==> src/rtl/lsu_mem_port.sv <==
// Memory-stage load/store port: issues one word access per request on a req/ack bus,
// stalls the pipeline while it is outstanding and registers load words for the align stage.
module lsu_mem_port #(
  parameter int unsigned TIMEOUT = 15
) (
  input  logic        clk,
  input  logic        rst_n,
  input  logic        mem_read_M,
  input  logic        mem_write_M,
  input  logic [31:0] addr_M,
  input  logic [31:0] wdata_M,
  input  logic [2:0]  load_sel_M,
  input  logic [1:0]  store_sel_M,
  output logic        stall_M,
  output logic        misalign_M,
  output logic        bus_req,
  output logic        bus_we,
  output logic [31:0] bus_addr,
  output logic [3:0]  bus_be,
  output logic [31:0] bus_wdata,
  input  logic        bus_ack,
  input  logic [31:0] bus_rdata,
  output logic        bus_err,
  output logic [31:0] rdata_W,
  output logic [1:0]  offset_W,
  output logic [2:0]  load_sel_W,
  output logic        rdata_valid_W
);

  // Bus handshake: bus_req rises the cycle after acceptance and holds with all bus
  // outputs constant until the first cycle bus_ack is high; that cycle completes the access.
  typedef enum logic {IDLE, BUSY} state_e;

  state_e      state_q, state_d;
  logic        we_q, we_d;
  logic [31:0] addr_q, addr_d;
  logic [3:0]  be_q, be_d;
  logic [31:0] wdata_q, wdata_d;
  logic [1:0]  off_q, off_d;
  logic [2:0]  lsel_q, lsel_d;
  logic [7:0]  cnt_q, cnt_d;
  logic        err_q, err_d;
  logic [31:0] rdata_q, rdata_d;
  logic [1:0]  off_w_q, off_w_d;
  logic [2:0]  lsel_w_q, lsel_w_d;
  logic        valid_q, valid_d;

  logic        access;
  logic        timeout_hit;
  logic [3:0]  fmt_be;
  logic [31:0] fmt_wdata;

  // Load codes other than byte (x00) and half (x01) behave as word.
  always_comb begin
    misalign_M = 1'b0;
    if (state_q == IDLE) begin
      if (mem_write_M) begin
        case (store_sel_M)
          2'b00:   misalign_M = 1'b0;
          2'b01:   misalign_M = addr_M[0];
          default: misalign_M = |addr_M[1:0];
        endcase
      end else if (mem_read_M) begin
        case (load_sel_M[1:0])
          2'b00:   misalign_M = 1'b0;
          2'b01:   misalign_M = addr_M[0];
          default: misalign_M = |addr_M[1:0];
        endcase
      end
    end
  end

  assign access      = (state_q == IDLE) & (mem_read_M | mem_write_M) & ~misalign_M;
  assign timeout_hit = (state_q == BUSY) & ~bus_ack & (cnt_q == 8'(TIMEOUT - 1));
  assign stall_M     = access | ((state_q == BUSY) & ~bus_ack & ~timeout_hit);

  always_comb begin
    fmt_be    = 4'b1111;
    fmt_wdata = 32'h0;
    if (mem_write_M) begin
      case (store_sel_M)
        2'b00: begin
          fmt_be    = 4'b0001 << addr_M[1:0];
          fmt_wdata = {4{wdata_M[7:0]}};
        end
        2'b01: begin
          fmt_be    = addr_M[1] ? 4'b1100 : 4'b0011;
          fmt_wdata = {2{wdata_M[15:0]}};
        end
        default: begin
          fmt_be    = 4'b1111;
          fmt_wdata = wdata_M;
        end
      endcase
    end
  end

  always_comb begin
    state_d  = state_q;
    we_d     = we_q;
    addr_d   = addr_q;
    be_d     = be_q;
    wdata_d  = wdata_q;
    off_d    = off_q;
    lsel_d   = lsel_q;
    cnt_d    = cnt_q;
    err_d    = 1'b0;
    rdata_d  = rdata_q;
    off_w_d  = off_w_q;
    lsel_w_d = lsel_w_q;
    valid_d  = 1'b0;
    case (state_q)
      IDLE: begin
        if (access) begin
          we_d    = mem_write_M;
          addr_d  = {addr_M[31:2], 2'b00};
          be_d    = fmt_be;
          wdata_d = fmt_wdata;
          off_d   = addr_M[1:0];
          lsel_d  = load_sel_M;
          cnt_d   = 8'd0;
          state_d = BUSY;
        end
      end
      BUSY: begin
        if (bus_ack) begin
          if (!we_q) begin
            rdata_d  = bus_rdata;
            off_w_d  = off_q;
            lsel_w_d = lsel_q;
            valid_d  = 1'b1;
          end
          state_d = IDLE;
        end else if (timeout_hit) begin
          err_d   = 1'b1;
          state_d = IDLE;
        end else begin
          cnt_d = cnt_q + 8'd1;
        end
      end
      default: state_d = IDLE;
    endcase
  end

  always_ff @(posedge clk or negedge rst_n) begin
    if (!rst_n) begin
      state_q  <= IDLE;
      we_q     <= 1'b0;
      addr_q   <= 32'h0;
      be_q     <= 4'h0;
      wdata_q  <= 32'h0;
      off_q    <= 2'b00;
      lsel_q   <= 3'b000;
      cnt_q    <= 8'd0;
      err_q    <= 1'b0;
      rdata_q  <= 32'h0;
      off_w_q  <= 2'b00;
      lsel_w_q <= 3'b000;
      valid_q  <= 1'b0;
    end else begin
      state_q  <= state_d;
      we_q     <= we_d;
      addr_q   <= addr_d;
      be_q     <= be_d;
      wdata_q  <= wdata_d;
      off_q    <= off_d;
      lsel_q   <= lsel_d;
      cnt_q    <= cnt_d;
      err_q    <= err_d;
      rdata_q  <= rdata_d;
      off_w_q  <= off_w_d;
      lsel_w_q <= lsel_w_d;
      valid_q  <= valid_d;
    end
  end

  // bus_req is decoded from state so an asynchronous reset drops it immediately.
  assign bus_req       = (state_q == BUSY);
  assign bus_we        = we_q;
  assign bus_addr      = addr_q;
  assign bus_be        = be_q;
  assign bus_wdata     = wdata_q;
  assign bus_err       = err_q;
  assign rdata_W       = rdata_q;
  assign offset_W      = off_w_q;
  assign load_sel_W    = lsel_w_q;
  assign rdata_valid_W = valid_q;

endmodule

==> config.mk <==
export PLATFORM = sky130hd
export DESIGN_NAME = lsu_mem_port
export DESIGN_NICKNAME = d
export VERILOG_FILES = /design/src/rtl/lsu_mem_port.sv
export SDC_FILE = /design/constraint.sdc
export NUM_CORES = 1
export LEC_CHECK = 0
export CORE_UTILIZATION = 30
export DETAILED_ROUTE_END_ITERATION = 8
export PLACE_DENSITY = 0.58
export SLEW_MARGIN = 20
export SYNTH_ARGS = -nofsm -noshare
export SYNTH_HDL_FRONTEND = slang
export SYNTH_SLANG_ARGS = --single-unit
==> constraint.sdc <==
create_clock -name clk -period 1.6 [get_ports clk]
set_input_delay 0.24 -clock clk [delete_from_list [all_inputs] [get_ports clk]]
set_output_delay 0.24 -clock clk [all_outputs]
set_load 0.05 [all_outputs]
# Yosys cells after proc, flatten, opt, wreduce, memory -nomap -nowiden
# Cells that the tools add are included.
[op_classes]
bitwise = 12
eq_ne = 6
shift = 1
n_mux = 24
n_reduce_logical = 6
add_sub_neg = 1
[op_table]
columns = ["op", "count"]
rows = [
  ["$pmux W32 S2", 1],
  ["$mux W32", 1],
  ["$mux W8", 3],
  ["$pmux W8 S2", 1],
  ["$mux W1", 12],
  ["$add A8 B1 Y8 const B", 1],
  ["$eq A8 B4 Y1 const B", 1],
  ["$mux W4", 2],
  ["$pmux W4 S2", 1],
  ["$ne A2 B2 Y1 const B", 3],
  ["$pmux W1 S2", 3],
  ["$reduce_and A3 Y1", 2],
  ["$and A1 B1 Y1", 5],
  ["$not A1 Y1", 5],
  ["$eq A2 B1 Y1 const B", 2],
  ["$logic_not A2 Y1", 2],
  ["$shl A1 B2 Y4 const A", 1],
  ["$or A1 B1 Y1", 2],
  ["$reduce_and A2 Y1", 1],
  ["$reduce_or A2 Y1", 1],
]
[totals]
elab_cells = 63
output_inout_bits = 111
ff_bits = 120
input_bits = 106

# Longest topological paths before layout
[depth]
word_depth = 9
depth_mapped = 7
ltp_nobuf = 6

# Worst setup path after synthesis
# OpenSTA, ideal clock, no wires.
[synth_path]
path_type = "flip-flop to output port"
startpoint = "reg state_q (netlist: bus_req)"
endpoint = "out misalign_M"
path_stages_with_launch = 2
arrival_time_ps = 1771
path_buffers = 0
required_ps = 1360
setup_slack_ps = -411
path_cell_list = "dfrtp_1 > nor3_1"
[synth_via]
elab_chain_len = 1
[synth_lines]
columns = ["element", "line_no", "text"]
rows = [
  ["start, declared", "34", "state_e state_q, state_d;"],
  ["start signal, assigned", "161", "state_q <= state_d;"],
  ["$mux W1", "56", "if (state_q == IDLE) begin"],
  ["end, declared", "15", "output logic misalign_M,"],
]
# No other way between the ends.

# Worst setup path in the final report
[layout_path]
startpoint = "reg cnt_q[0]"
endpoint = "out stall_M"
[layout_via]
elab_chain_len = 5
[layout_lines]
columns = ["element", "line_no", "text"]
rows = [
  ["start, declared", "41", "logic [7:0] cnt_q, cnt_d;"],
  ["start signal, assigned", "168", "cnt_q <= cnt_d;"],
  ["$eq A8 B4 Y1", "74", "assign timeout_hit = (state_q == BUSY) & ~bus_ack & (cnt_q == 8'(TIMEOUT - 1));"],
  ["$and A1 B1 Y1", "74", ""],
  ["$not A1 Y1", "75", "assign stall_M = access | ((state_q == BUSY) & ~bus_ack & ~timeout_hit);"],
  ["$and A1 B1 Y1", "75", ""],
  ["$or A1 B1 Y1", "75", ""],
  ["end, declared", "14", "output logic stall_M,"],
]
# No other way between the ends.

==> metrics.md <==
| Metric | Value |
|---|---|
| Total GRT Usage | `16.9%` |
| Post-synth EDFFs | `0` |
| Die height | `133 µm` |
| Max Cap Viol | `0` |
| Hold slack | `224 ps` |
| Rows | `47` |
| Post-synth ARST share | `100%` |
| Seq/Total Area, Yosys | `58.7%` |
| Congestion Overflow GR | `0` |
| Crit end category | `primary output` |
| Compound-Gate Fraction of Synth Area | `a little under a tenth` |
| Share of cells above drive strength 1 | `33.8%` |
| Multiplexer share of the synthesized area | `14.5%` |
| Post-synthesis cell type count | `43` |
| RSZ-0062 raised after global routing | `true` |
| FMAX | `0.502 GHz` |
| Synth Flop Type | `dfrtp_1` |
| Design area | `0.00822 mm²` |
| Post-synth design cell area | `about 0.0051 mm²` |
| Syn_area_per_cell | `11.7 µm²` |
| TritonCTS Buffers | `17` |
| Pleak | `~4 nW` |
| PortBufs | `214` |
| Initial antenna violation count | `1` |
| Pins over their slew limit | `0` |
| Worst-path clk slew | `50 ps` |
| Detailed Route WL | `approximately 14000 µm` |
| Max Buffers Root-to-Sink | `2` |
| Setup WS post-layout | `-392 ps` |
| Power Density | `approximately 1900 mW/mm²` |
| Post-Syn Instances | `roughly 440` |
| Detailed Route Iter0 Violations | `103` |
| Die width | `133 µm` |
| Initial Utilization | `30.8%` |
| Final std cells w/o fill | `922` |
| CTS sink count | `120` |
| Root Driver | `clkbuf_16` |
| WP data required | `1360 ps` |
| Fin nets | `around 800` |
| Largest net degree at the start of global routing | `between 60 and 70` |
| Core ar. | `0.0166 mm²` |
| Antenna Violating Nets Remaining | `0` |
| DRT Pass-1 Iters | `4` |
| Yosys Warn Count | `0` |
| Placed cell areas | `0.00752 mm²` |
| # DRC | `0` |
| Clock Latency Late Sink | `410 ps` |
| Crit Path Class | `flip-flop to primary output` |
| Final min period | `1990 ps` |
| Vias in the first global route | `4344` |
| Vias | `4159` |
| Adder-cell share of the synthesized area | `0.489%` |
| WL per Instance | `15.4 µm` |
| Worst EP arrival | `1750 ps` |
| Final period util | `124%` |
| Clock Skew | `about 5.9 ps` |
| GP Congestion | `0.850` |
| Crit-path max FO | `2` |
| DP Wirelength | `10400 µm` |
| DIE AREA | `0.0176 mm²` |
| Crit path launch type | `flip-flop` |
| Placed cells | `between 800 and 900` |
| Synth Area in Simple Gates | `between 10% and 20%` |
| Yosys reg bits | `120` |
| Hold crit path type | `input port to flip-flop` |
| Fin Setup TNS | `-738 ps` |
| Hold Vio Cnt, Final | `0` |
| CTS tree | `done` |
| IO Pins | `217` |
| Peak VDD IR | `927 µV` |
| Via/cell ratio | `4.51` |
| Largest family of logic cells by synthesized area | `multiplexers` |
| Status | `finished, violations left` |
| Area grow syn2layout | `60.8%` |
| Failing checks | `setup timing` |
| Final setup fails | `5` |
| XOR/XNOR share of the synthesized area | `1.03%` |
| First-pass GRT wire length | `23200 µm` |
| H-tree depth | `4` |
==> logic make-up after synthesis <==
| logic type | count (synthesis) |
|---|---|
| AND/OR/NAND/NOR | 153 |
| multiplexers | 59 |
| flip-flops | 120 |
| adder cells (fa/ha/maj) | 2 |
| XOR/XNOR | 6 |
| AO/OA/AOI/OAI | 63 |
| buffers and inverters | 34 |
| other | 1 |
==> Yosys cell counts (all sizes together) (2+ instances only) <==
cell type	number	share of area, %
a22o	16	2.7
buf	18	2.4
nand2	126	9.3
ha	2	0.49
a2bb2oi	3	0.51
clkbuf	10	0.73
xor2	3	0.51
a21o	2	0.29
o2bb2ai	16	2.7
o21ai	14	1.4
nand4	2	0.24
mux2i	24	4.7
dfrtp	120	59
o21a	2	0.29
inv	6	0.44
nor2	12	0.93
xnor2	3	0.51
nor2b	3	0.37
a21oi	3	0.29
nand3b	2	0.29
mux2	35	9.8
==> critical path: stages, from the launching register on <==
cell and delay [ps]:
dfrtp_1 380, inv_2 80, ha_4 120, or3b_4 380
o21ai_4 170, nand2_4 70, buf_12 150
==> layout by cell type, fill, tap and decap left out, drive strengths merged, types with 4 or more instances in the layout <==
cell type / count
inv: 6
buf: 153
o21ai: 14
dlygate4sd2: 4
clkbuf: 24
o2bb2ai: 16
clkinv: 6
a22o: 16
clkdlybuf4s50: 97
mux2: 35
nor2: 12
nand2: 126
dfrtp: 120
mux2i: 24
==> through the flow <==
step                      util (%)  setup slack (ps)  total power [mW]
after floorplan                  -              5.80              9.55
after global placement        45.3              -412              12.1
after detailed placement      45.3              -449              12.2
after CTS                     49.4              -442              16.1
after global routing          49.6              -469              16.7
final                         49.6              -392              15.9
==> layer usage <==
metal / vias up / track usage (%) / wire, µm
met4: 0 / 5.56 / 169
li1: 1988 / - / -
met2: 168 / 26.6 / 6540
met5: - / 0 / 0
met1: 1986 / 21.2 / 6190
met3: 17 / 6.86 / 1300
==> power by group <==
part | internal, mW | switching [mW] | leakage [nW] | total [mW]
Sequential | 4.08 | 0.601 | 1.48 | 4.68
Combinational | 2.60 | 4.94 | 2.21 | 7.54
Clock | 2.37 | 1.35 | 0.279 | 3.72
==> cell type report <==
cell class                 instances  area, µm²
antenna                            1       2.50
multi-input combinational        285       2020
sequential                       120       3000
tap                              220        275
inverter                           6       22.5
clock buffer                      21        460
clock inverter                    11        124
timing repair buffer             258       2320
fill                            1495       8360
==> sequential cells by signal, indices dropped and copies added, names as in the netlist, 2 cells and up <==
name        cells
bus_addr       30
bus_be          4
bus_wdata      32
cnt_q           8
load_sel_W      3
lsel_q          3
off_q           2
offset_W        2
rdata_W        32
==> worst paths after layout <==
path	start	end	slack, ps	depth (start not counted)
setup / recovery	cnt_q[0]$_DFFE_PN0P_	stall_M	-390	6
hold / removal	load_sel_M[1]	lsel_q[1]$_DFFE_PN0P_	220	2
setup reg to reg	cnt_q[0]$_DFFE_PN0P_	cnt_q[3]$_DFFE_PN0P_	-120	8
hold reg to reg	lsel_q[2]$_DFFE_PN0P_	load_sel_W[2]$_DFFE_PN0P_	470	2
max in group asynchronous	rst_n	bus_addr[5]$_DFFE_PN0P_	770	3
min in group asynchronous	rst_n	bus_wdata[22]$_DFFE_PN0P_	250	2
==> timing repair <==
action	4_1_cts	5_1_grt
endpoints found under the hold margin	13	0
buffers inserted	4	3
pin swaps	6	2
setup endpoints to repair	4	7
cloned	0	0
gates resized for setup	21	9
hold buffers	1	0
Power figures use the tool's default switching activity.
